`config.mk`:
```
export PLATFORM = sky130hd
export DESIGN_NAME = btn_conditioner_flat
export DESIGN_NICKNAME = d
export VERILOG_FILES = /design/src/rtl/lru_pkg.sv /design/src/rtl/btn_conditioner_if.sv /design/src/rtl/btn_debounce.sv /design/src/rtl/btn_conditioner.sv /design/src/flat_wrapper.sv
export SDC_FILE = /design/constraint.sdc
export NUM_CORES = 1
export LEC_CHECK = 0
export BUFFER_PORTS_ARGS = -buffer_cell sky130_fd_sc_hd__buf_2
export CAP_MARGIN = 10
export CORE_MARGIN = 5
export CORE_UTILIZATION = 57
export CTS_BUF_LIST = sky130_fd_sc_hd__clkbuf_8
export CTS_CLUSTER_SIZE = 24
export DETAILED_ROUTE_END_ITERATION = 10
export HOLD_SLACK_MARGIN = 0.03
export PLACE_DENSITY_LB_ADDON = 0.12
export SETUP_SLACK_MARGIN = 0.2
export SLEW_MARGIN = 10
export SYNTH_ARGS = -nofsm -noshare
export SYNTH_HDL_FRONTEND = slang
export SYNTH_SLANG_ARGS = --single-unit
```
`constraint.sdc`:
```
create_clock -name clk -period 4.53 [get_ports clk]
set_input_delay 0.2265 -clock clk [delete_from_list [all_inputs] [get_ports clk]]
set_output_delay 0.2265 -clock clk [all_outputs]
set_load 0.01 [all_outputs]
```
`src/rtl/lru_pkg.sv`:
```
// Shared definitions for the button conditioner and the 4-entry LRU tracker.
//   NUM_BTNS    : number of push buttons / LRU entries
//   btn_state_t : per-button debounce state
//   btn_vec_t   : one bit per button, bit0 = button1
//   lowest_set  : isolates the lowest-index set bit (button1 wins)
package lru_pkg;

    localparam int unsigned NUM_BTNS = 4;

    typedef enum logic [1:0] {
        RELEASED,
        PRESS_WAIT,
        PRESSED,
        RELEASE_WAIT
    } btn_state_t;

    typedef logic [NUM_BTNS-1:0] btn_vec_t;

    // Two's-complement trick: v & -v keeps only the lowest set bit.
    function automatic btn_vec_t lowest_set(input btn_vec_t v);
        btn_vec_t neg;
        neg = ~v + btn_vec_t'(1);
        return v & neg;
    endfunction

endpackage

```
`src/rtl/btn_conditioner_if.sv`:
```
// Signal bundle between the button conditioner and its user.
//   tick        : one-cycle LRU sampling strobe, consumes the pending request
//   raw_btn     : raw, asynchronous button levels, bit0 = button1
//   b1..b4      : registered one-hot request
//   dropped     : pulse when an accepted press is discarded
//   press_count : presses loaded into pending (only with BTN_PRESS_COUNT_EN)
//   drop_count  : cycles with dropped=1, saturating (only with BTN_PRESS_COUNT_EN)
// master = driver of tick/raw_btn, slave = the conditioner.
interface btn_conditioner_if;
    import lru_pkg::*;

    logic     tick;
    btn_vec_t raw_btn;
    logic     b1;
    logic     b2;
    logic     b3;
    logic     b4;
    logic     dropped;
`ifdef BTN_PRESS_COUNT_EN
    logic [7:0] press_count;
    logic [7:0] drop_count;
`endif

    modport master (
        output tick, raw_btn,
`ifdef BTN_PRESS_COUNT_EN
        input  press_count, drop_count,
`endif
        input  b1, b2, b3, b4, dropped
    );

    modport slave (
        input  tick, raw_btn,
`ifdef BTN_PRESS_COUNT_EN
        output press_count, drop_count,
`endif
        output b1, b2, b3, b4, dropped
    );

endinterface

```
`src/rtl/btn_debounce.sv`:
```
// One button channel: synchroniser, debounce FSM and stability counter.
//   clk   : system clock
//   rst   : asynchronous, active-low reset
//   raw   : raw button level, asynchronous to clk
//   press : one-cycle pulse when a press has been stable for DEBOUNCE_CYCLES
module btn_debounce
    import lru_pkg::*;
#(
    parameter int unsigned DEBOUNCE_CYCLES = 50000,
    parameter int unsigned SYNC_STAGES     = 2
) (
    input  logic clk,
    input  logic rst,
    input  logic raw,
    output logic press
);

    localparam int unsigned CNT_W = $clog2(DEBOUNCE_CYCLES + 1);
    localparam logic [CNT_W-1:0] CNT_MAX = CNT_W'(DEBOUNCE_CYCLES);
    localparam logic [CNT_W-1:0] CNT_ONE = CNT_W'(1);

    logic [SYNC_STAGES-1:0] sync_q;
    logic                   sync;
    btn_state_t             state_q, state_d;
    logic [CNT_W-1:0]       cnt_q, cnt_d;
    logic [CNT_W-1:0]       cnt_inc;

    always_ff @(posedge clk or negedge rst) begin
        if (!rst) begin
            sync_q <= '0;
        end else begin
            sync_q <= {sync_q[SYNC_STAGES-2:0], raw};
        end
    end

    assign sync    = sync_q[SYNC_STAGES-1];
    assign cnt_inc = (cnt_q == CNT_MAX) ? cnt_q : cnt_q + CNT_ONE;

    always_comb begin
        state_d = state_q;
        cnt_d   = cnt_q;
        press   = 1'b0;
        unique case (state_q)
            RELEASED: begin
                if (sync) begin
                    state_d = PRESS_WAIT;
                    cnt_d   = CNT_ONE;
                end
            end
            PRESS_WAIT: begin
                if (!sync) begin
                    state_d = RELEASED;
                    cnt_d   = '0;
                end else if (cnt_q == CNT_MAX) begin
                    state_d = PRESSED;
                    cnt_d   = '0;
                    press   = 1'b1;
                end else begin
                    cnt_d = cnt_inc;
                end
            end
            PRESSED: begin
                if (!sync) begin
                    state_d = RELEASE_WAIT;
                    cnt_d   = CNT_ONE;
                end
            end
            RELEASE_WAIT: begin
                if (sync) begin
                    state_d = PRESSED;
                    cnt_d   = '0;
                end else if (cnt_q == CNT_MAX) begin
                    state_d = RELEASED;
                    cnt_d   = '0;
                end else begin
                    cnt_d = cnt_inc;
                end
            end
            default: begin
                state_d = RELEASED;
                cnt_d   = '0;
            end
        endcase
    end

    always_ff @(posedge clk or negedge rst) begin
        if (!rst) begin
            state_q <= RELEASED;
            cnt_q   <= '0;
        end else begin
            state_q <= state_d;
            cnt_q   <= cnt_d;
        end
    end

endmodule

```
`src/rtl/btn_conditioner.sv`:
```
// Button input stage for the LRU tracker: debounces four raw buttons, picks one
// press per cycle (button1 highest priority) and holds it as a one-hot request
// until the LRU's tick consumes it.
//   clk : system clock
//   rst : asynchronous, active-low reset
//   bus : btn_conditioner_if.slave (tick, raw_btn in; b1..b4, dropped out)
// Optional macro BTN_PRESS_COUNT_EN adds press_count (wrapping) and
// drop_count (saturating) on the interface.
module btn_conditioner
    import lru_pkg::*;
#(
    parameter int unsigned DEBOUNCE_CYCLES = 50000,
    parameter int unsigned SYNC_STAGES     = 2
) (
    input logic               clk,
    input logic               rst,
    btn_conditioner_if.slave  bus
);

    btn_vec_t press;
    btn_vec_t cand;
    btn_vec_t discard;
    btn_vec_t pending_q, pending_d;
    logic     accept;

    for (genvar i = 0; i < NUM_BTNS; i++) begin : g_deb
        btn_debounce #(
            .DEBOUNCE_CYCLES (DEBOUNCE_CYCLES),
            .SYNC_STAGES     (SYNC_STAGES)
        ) u_deb (
            .clk   (clk),
            .rst   (rst),
            .raw   (bus.raw_btn[i]),
            .press (press[i])
        );
    end

    // A tick frees the slot in the same cycle, so a coinciding press is kept.
    // A tick with no press simply loads zero, clearing the request.
    always_comb begin
        cand      = lowest_set(press);
        accept    = bus.tick || (pending_q == '0);
        pending_d = pending_q;
        discard   = press;
        if (accept) begin
            pending_d = cand;
            discard   = press & ~cand;
        end
    end

    always_ff @(posedge clk or negedge rst) begin
        if (!rst) begin
            pending_q <= '0;
        end else begin
            pending_q <= pending_d;
        end
    end

    // dropped is combinational from registered debounce state, so it shows in
    // the cycle the press is discarded, one edge ahead of the winner's b*.
    assign bus.dropped = |discard;
    assign bus.b1      = pending_q[0];
    assign bus.b2      = pending_q[1];
    assign bus.b3      = pending_q[2];
    assign bus.b4      = pending_q[3];

`ifdef BTN_PRESS_COUNT_EN
    logic [7:0] press_count_q;
    logic [7:0] drop_count_q;

    always_ff @(posedge clk or negedge rst) begin
        if (!rst) begin
            press_count_q <= '0;
            drop_count_q  <= '0;
        end else begin
            if (accept && (press != '0)) begin
                press_count_q <= press_count_q + 8'd1;
            end
            if (bus.dropped && (drop_count_q != 8'hff)) begin
                drop_count_q <= drop_count_q + 8'd1;
            end
        end
    end

    assign bus.press_count = press_count_q;
    assign bus.drop_count  = drop_count_q;
`endif

endmodule

```
`src/flat_wrapper.sv`:
```
// flat-port wrapper written by rule: the top's interface ports become plain ports
module btn_conditioner_flat import lru_pkg::*;
#(
    parameter int unsigned DEBOUNCE_CYCLES = 50000,
    parameter int unsigned SYNC_STAGES     = 2
)
  (clk, rst, bus_tick, bus_raw_btn, bus_b1, bus_b2, bus_b3, bus_b4, bus_dropped);
  btn_conditioner_if bus_i ();
  input logic clk;
  input logic rst;
  input wire logic [$bits(bus_i.tick)-1:0] bus_tick;
  input wire logic [$bits(bus_i.raw_btn)-1:0] bus_raw_btn;
  output wire logic [$bits(bus_i.b1)-1:0] bus_b1;
  output wire logic [$bits(bus_i.b2)-1:0] bus_b2;
  output wire logic [$bits(bus_i.b3)-1:0] bus_b3;
  output wire logic [$bits(bus_i.b4)-1:0] bus_b4;
  output wire logic [$bits(bus_i.dropped)-1:0] bus_dropped;
  assign bus_i.tick = bus_tick;
  assign bus_i.raw_btn = bus_raw_btn;
  assign bus_b1 = bus_i.b1;
  assign bus_b2 = bus_i.b2;
  assign bus_b3 = bus_i.b3;
  assign bus_b4 = bus_i.b4;
  assign bus_dropped = bus_i.dropped;
  btn_conditioner #(.DEBOUNCE_CYCLES(DEBOUNCE_CYCLES), .SYNC_STAGES(SYNC_STAGES)) u_core (.clk(clk), .rst(rst), .bus(bus_i));
endmodule
```
---- After elaboration in Yosys (flattened, before gate mapping) ----
Index checks and enable logic that the tools add are counted.
storage, ports and cells
  word-level logic and storage cells ...... 134
  bits of input ports ..................... 7
  bits in registers ....................... 84
  output and inout port bits .............. 5
operators by class
  muxes and demuxes ....................... 65
  reductions and logical operators ........ 15
  eq/ne operators ......................... 32
  $add $sub $neg .......................... 5
  bitwise operators ....................... 4
operators with widths
  kind                                                  count
  two-way mux 16 bit                                    20
  one-hot mux 16 bit (4 select lines)                   4
  adder 16 x 1 -> 16 bit (second input constant)        4
  equality test 16 bit (second input constant)          4
  two-way mux 2 bit                                     24
  one-hot mux 2 bit (4 select lines)                    4
  != test 3 bit (second input constant)                 8
  equality test 2 bit (second input constant)           8
  != test 2 bit (second input constant)                 8
  AND reduction 4 bit                                   4
  two-way mux 1 bit                                     12
  bitwise AND 4 bit                                     2
  equality test 2 x 1 -> 1 bit (second input constant)  4
  zero test 2 bit                                       4
  inverter 4 bit                                        2
  AND reduction 2 bit                                   4
  adder 4 x 1 -> 4 bit (second input constant)          1
  zero test 4 bit                                       1
  two-way mux 4 bit                                     1
  OR reduction 4 bit                                    1
  logical OR 1 bit                                      1

---- Depth between registers and ports, before layout ----
  depth after elaboration ................. 11
  gate-level depth with buffers ........... 9
  depth with buffers taken out ............ 7

---- By module ----
A second synthesis with hierarchy kept.
unflattened totals
  cell total of the unflattened synthesis .. 453
  area, all modules ....................... 4634.4 um^2
by module, submodules not included
  module                                     area each (um^2)  times used  seq. area each (um^2)  cells an instance
  btn_debounce at u_core.g_deb[1].u_deb ...  1096.1            2           500.5                  105
  btn_debounce at u_core.g_deb[0].u_deb      1157.4            1           500.5                  120
  btn_debounce at u_core.g_deb[3].u_deb      1081.0            1           500.5                  105
  btn_conditioner                            203.9             1           100.1                  18

---- Worst setup path before layout ----
Ideal clock, no wire load.
  path kind ............................... reg-to-output
  start ................................... register u_core.g_deb[1].u_deb.cnt_q[13]
  end ..................................... output port bus_dropped
  data required time ...................... 4.303 ns
  setup slack ............................. 2.412 ns
  stages on the path, launching flop included .. 6
  data arrival time ....................... 1.891 ns
  buffers on the path ..................... 0
  path through ............................ dfrtp_1 > or4_4 > nor4_4 > and4b_1 > maj3_1 > o31a_1
between the ends
  longest elaborated chain between the ends .. 11
ends and longest elaborated chain
  what                      RTL line               text
  from (decl)               btn_debounce.sv:25     logic [CNT_W-1:0] cnt_q, cnt_d;
  from (signal assigned)    btn_debounce.sv:92     cnt_q <= cnt_d;
  equality test 16 bit (*)  btn_debounce.sv:54     end else if (cnt_q == CNT_MAX) begin
  two-way mux 1 bit (*)     btn_debounce.sv:54
  two-way mux 1 bit (*)     btn_debounce.sv:51     if (!sync) begin
  two-way mux 1 bit (*)     btn_debounce.sv:43     unique case (state_q)
  inverter 4 bit            lru_pkg.sv:22          neg = ~v + btn_vec_t'(1);
  adder 4 x 1 -> 4 bit      lru_pkg.sv:22
  bitwise AND 4 bit         lru_pkg.sv:23          return v & neg;
  inverter 4 bit            btn_conditioner.sv:47  discard = press & ~cand;
  bitwise AND 4 bit         btn_conditioner.sv:47
  two-way mux 4 bit (*)     btn_conditioner.sv:45  if (accept) begin
  OR reduction 4 bit (*)    btn_conditioner.sv:61  assign bus.dropped = |discard;
  to (decl)                 flat_wrapper.sv:17     output wire logic [$bits(bus_i.dropped)-1:0] bus_dropped;
Every way passes the cells marked *; elsewhere a longest branch is shown, timed or not.

---- Final worst setup path ----
Same ends and word-level chain as after synthesis.

==> impl_metrics.yaml <==
sta:
  hold_viol_final: 0
  fin_ws_ns: 1.752
  relSlewSlack_pct: 49.64
  period_minus_slack_ns: 2.778
  timing.hold.ws_ns: 0.1028
  finalClockSkew_ns: 0.01296
  tightestPinTransition_ns: 0.7527
  rsz0062_at_grt: "false"
  maxSlewViolCount: 0
  finalSetupViolCount: 0
  fin_setup_tns_ns: 0
  fmax_ghz: 0.3600
  timing.final.crit_share_pct: 61.33
floorplan:
  die_w_um: 99.87
  rows: 32
  initial_core_util_pct: 58.96
  ios: 12
  fp.coreArea_sq_um: 7807
  die_y_um: 99.87
  die-area_sq_um: 9973
layout:
  drive_gt1_share_pct: 10.26
  layout_commonest_cell: "dfrtp_1"
  final_nets: 517
  area_growth_pct: 6.931
  multi_input_area_sq_um: 2291
  final_cells: 609
  num-fill-cells: 645
  postLayoutCoreUtil_pct: 63.04
  mostFrequentLayoutCells: "dfrtp_1 (84), nand2_1 (53), o21ai_0 (41)"
  ff_latch_area_sq_um: 2102
  num_antenna_cells: 0
yosys:
  synth_top_cell_area_share_pct: 45.66
  avgSynthCellArea_sq_um: 9.375
  synth.distinct_cells: 63
  syn-cell-area_sq_um: 4603
  synth_area_leader_cell: "dfrtp_1"
  synth_fp_nets: 506
  synth_edf_count: 0
  yosys_warnings: 0
  postSynthCellCount: 491
  ys_top_cells_by_area: "dfrtp_1 (46%), o21ai_0 (4.5%), nand2_1 (4.3%)"
  async_flop_share_pct: 100.0
  ys_ff_latch: 84
  seq_area_frac_synth_pct: 45.66
  synth_ff_type: "dfrtp_1"
status:
  outcome: "finished clean"
drt:
  remaining_drc_errors: 0
  drt_wl_total_mm: 9.257
  final_antenna_net_count: 0
  first_iter_violations: 178
  routed-via-count: 3672
  vias_per_cell: 6.030
  first_pass_iters: 4
  wl_per_cell_um: 15.20
place:
  dp.final_hpwl_mm: 6.412
  dp_slack_ns: 2.073
  dp.cells: 588
  port_buffers: 11
  place_congestion: 0.8530
worst_setup_path:
  path_class: "register to output port"
  r2r_cells: 7
  cp.arrival_ns: 2.55
  required_ns: 4.30
  crit_path_start_kind: "register"
  rr_startpoint: "u_core.g_deb[3].u_deb.cnt_q[0]$_DFFE_PN0P_"
  critPathSlowestCell: "or4_4"
  worst-path-max-fanout: 7
  cp-end-kind: "output port"
  reg2reg_to: "u_core.g_deb[3].u_deb.cnt_q[7]$_DFFE_PN0P_"
  slowest_delay_ns: 0.56
  crit_chain: "or4_4, nor4_4, and4b_1, maj3_1, o31a_1, buf_2"
  regToRegSetupSlack_ns: 2.05
clocking:
  htree_num_levels: 3
  tritoncts.num_buffers: 9
  cts-root-buf: "clkbuf_8"
  clk_latency_ns: 0.36
  cts_buffer_depth: 2
  clock_sinks: 84
  tritoncts: "built"
  clk_pin_slew_worst_paths_ns: 0.09
  cts_setup_buffers: 0
min_path:
  hold_path_depth: 2
  min_from: "bus_tick"
  min_to: "u_core.pending_q[1]$_DFFE_PN0N_"
  hp-class: "input pin to register"
global_routing:
  grt_pass1_wl_mm: 16.25
  overflow: 0
  grt_max_degree: 47
  grtUsageTotal_pct: 19.89
  grt_pass1_vias: 3532
  antenna_found_initial: 0
power_and_ir_drop:
  p_comb_share_pct: 26.2
  p_switching_w: 0.0006962
  p_seq_share_pct: 47.1
  power.density_nw_per_um2: 387.2
  leakage_nw: 2.097
  p_sw_share_pct: 36.53
  ir_worst_vdd_uv: 228.9
  internal-power_w: 0.001210
  clockPowerShare_pct: 26.7
flow_run:
  max_cap_violations: 0
area by class of cell:
| class | count | share of cell area (%) |
|---|---|---|
| Multi-Input combinational cell | 364 | 46.54 |
| Sequential cell | 84 | 42.70 |
| Clock buffer | 10 | 2.796 |
| Tap cell | 102 | 2.593 |
| Timing Repair Buffer | 18 | 2.491 |
| Inverter | 25 | 1.906 |
| Clock inverter | 6 | 0.9659 |
kinds of logic after synthesis:
| family | count (synthesis) | share of synthesized area [%] |
|---|---|---|
| simple gates | 207 | 25.93 |
| compound gates | 127 | 17.04 |
| flops | 84 | 45.66 |
| buf+inv | 43 | 4.566 |
| xor+xnor | 14 | 2.664 |
| fa+ha+maj | 9 | 2.392 |
| mux | 7 | 1.739 |
per-layer routing:
metal	GRT usage (%)	vias up	wire length, um
met4	6.828	0	106
met2	30.94	57	4319
met5	0	-	0
met3	4.170	11	325
met1	27.73	1786	4505
li1	-	1818	-
sequential cells by signal (all words and copies together) (netlist names), named ones only:
signal                      cells
u_core.g_deb.u_deb.cnt_q       64
u_core.g_deb.u_deb.sync_q       8
u_core.g_deb.u_deb.state_q      4
u_core.pending_q                4
what timing repair did:
| action | CTS | global route |
|---|---|---|
| endpoints found under the hold margin | 42 | 0 |
| gates resized for setup | 0 | 0 |
| hold buffers | 5 | 0 |
worst max-delay path: cells and delay by family (launching register included):
| family | cells | cell delay (ns) |
|---|---|---|
| simple gates | 3 | 1.31 |
| flops | 1 | 0.43 |
| fa+ha+maj | 1 | 0.18 |
| compound gates | 1 | 0.14 |
| buf+inv | 1 | 0.14 |
Yosys cell counts, types with 4 or more instances:
library cell  instances
dfrtp_1              84
nand2_1              53
o21ai_0              41
nand3_1              27
nor2_1               26
inv_1                25
a21oi_1              23
xor2_1               14
a21o_1               12
nand4_1              11
nor3_1               11
nor4_1               11
clkbuf_1             10
o21ai_1              10
and3_1                8
ha_1                  8
a22o_1                7
nand4b_1              7
nor3b_1               6
a31oi_1               5
and4_1                4
buf_6                 4
mux2_2                4
o21a_1                4
o22ai_1               4
or2_2                 4
or3_1                 4
or3_2                 4
worst max path at each step:
| stage | start | endpoint | slack [ns] |
|---|---|---|---|
| 4_1_cts | u_core.g_deb[1].u_deb.cnt_q[13]$_DFFE_PN0P_ | bus_dropped | 1.72 |
| 3_3_place_gp | u_core.g_deb[2].u_deb.cnt_q[10]$_DFFE_PN0P_ | register | 2.11 |
| 5_1_grt | u_core.g_deb[1].u_deb.cnt_q[11]$_DFFE_PN0P_ | bus_dropped | 1.56 |
| 6_report | u_core.g_deb[1].u_deb.cnt_q[13]$_DFFE_PN0P_ | bus_dropped | 1.75 |
| 3_5_place_dp | u_core.g_deb[3].u_deb.cnt_q[0]$_DFFE_PN0P_ | u_core.g_deb[3].u_deb.cnt_q[7]$_DFFE_PN0P_ | 2.07 |
| 2_1_floorplan | u_core.g_deb[1].u_deb.cnt_q[13]$_DFFE_PN0P_ | bus_dropped | 2.41 |
stage by stage:
stage | total power, W | instance area, sq um
2_1_floorplan | 0.001318 | 4603
3_3_place_gp | 0.001387 | 4687
3_5_place_dp | 0.001408 | 4687
4_1_cts | 0.001926 | 4922
5_1_grt | 0.002038 | 4922
6_report | 0.001906 | 4922
power groups by stage:
stage	clock [W]	combinational (W)	sequential (W)
after detailed placement	0	0.000496	0.000912
after global routing	0.000558	0.000569	0.000912
after CTS	0.000527	0.000501	0.000898
after floorplan	0	0.000439	0.000879
after global placement	0	0.000478	0.000909
final	0.000509	0.000499	0.000898
Note: power is estimated with default switching activity, not from simulation.
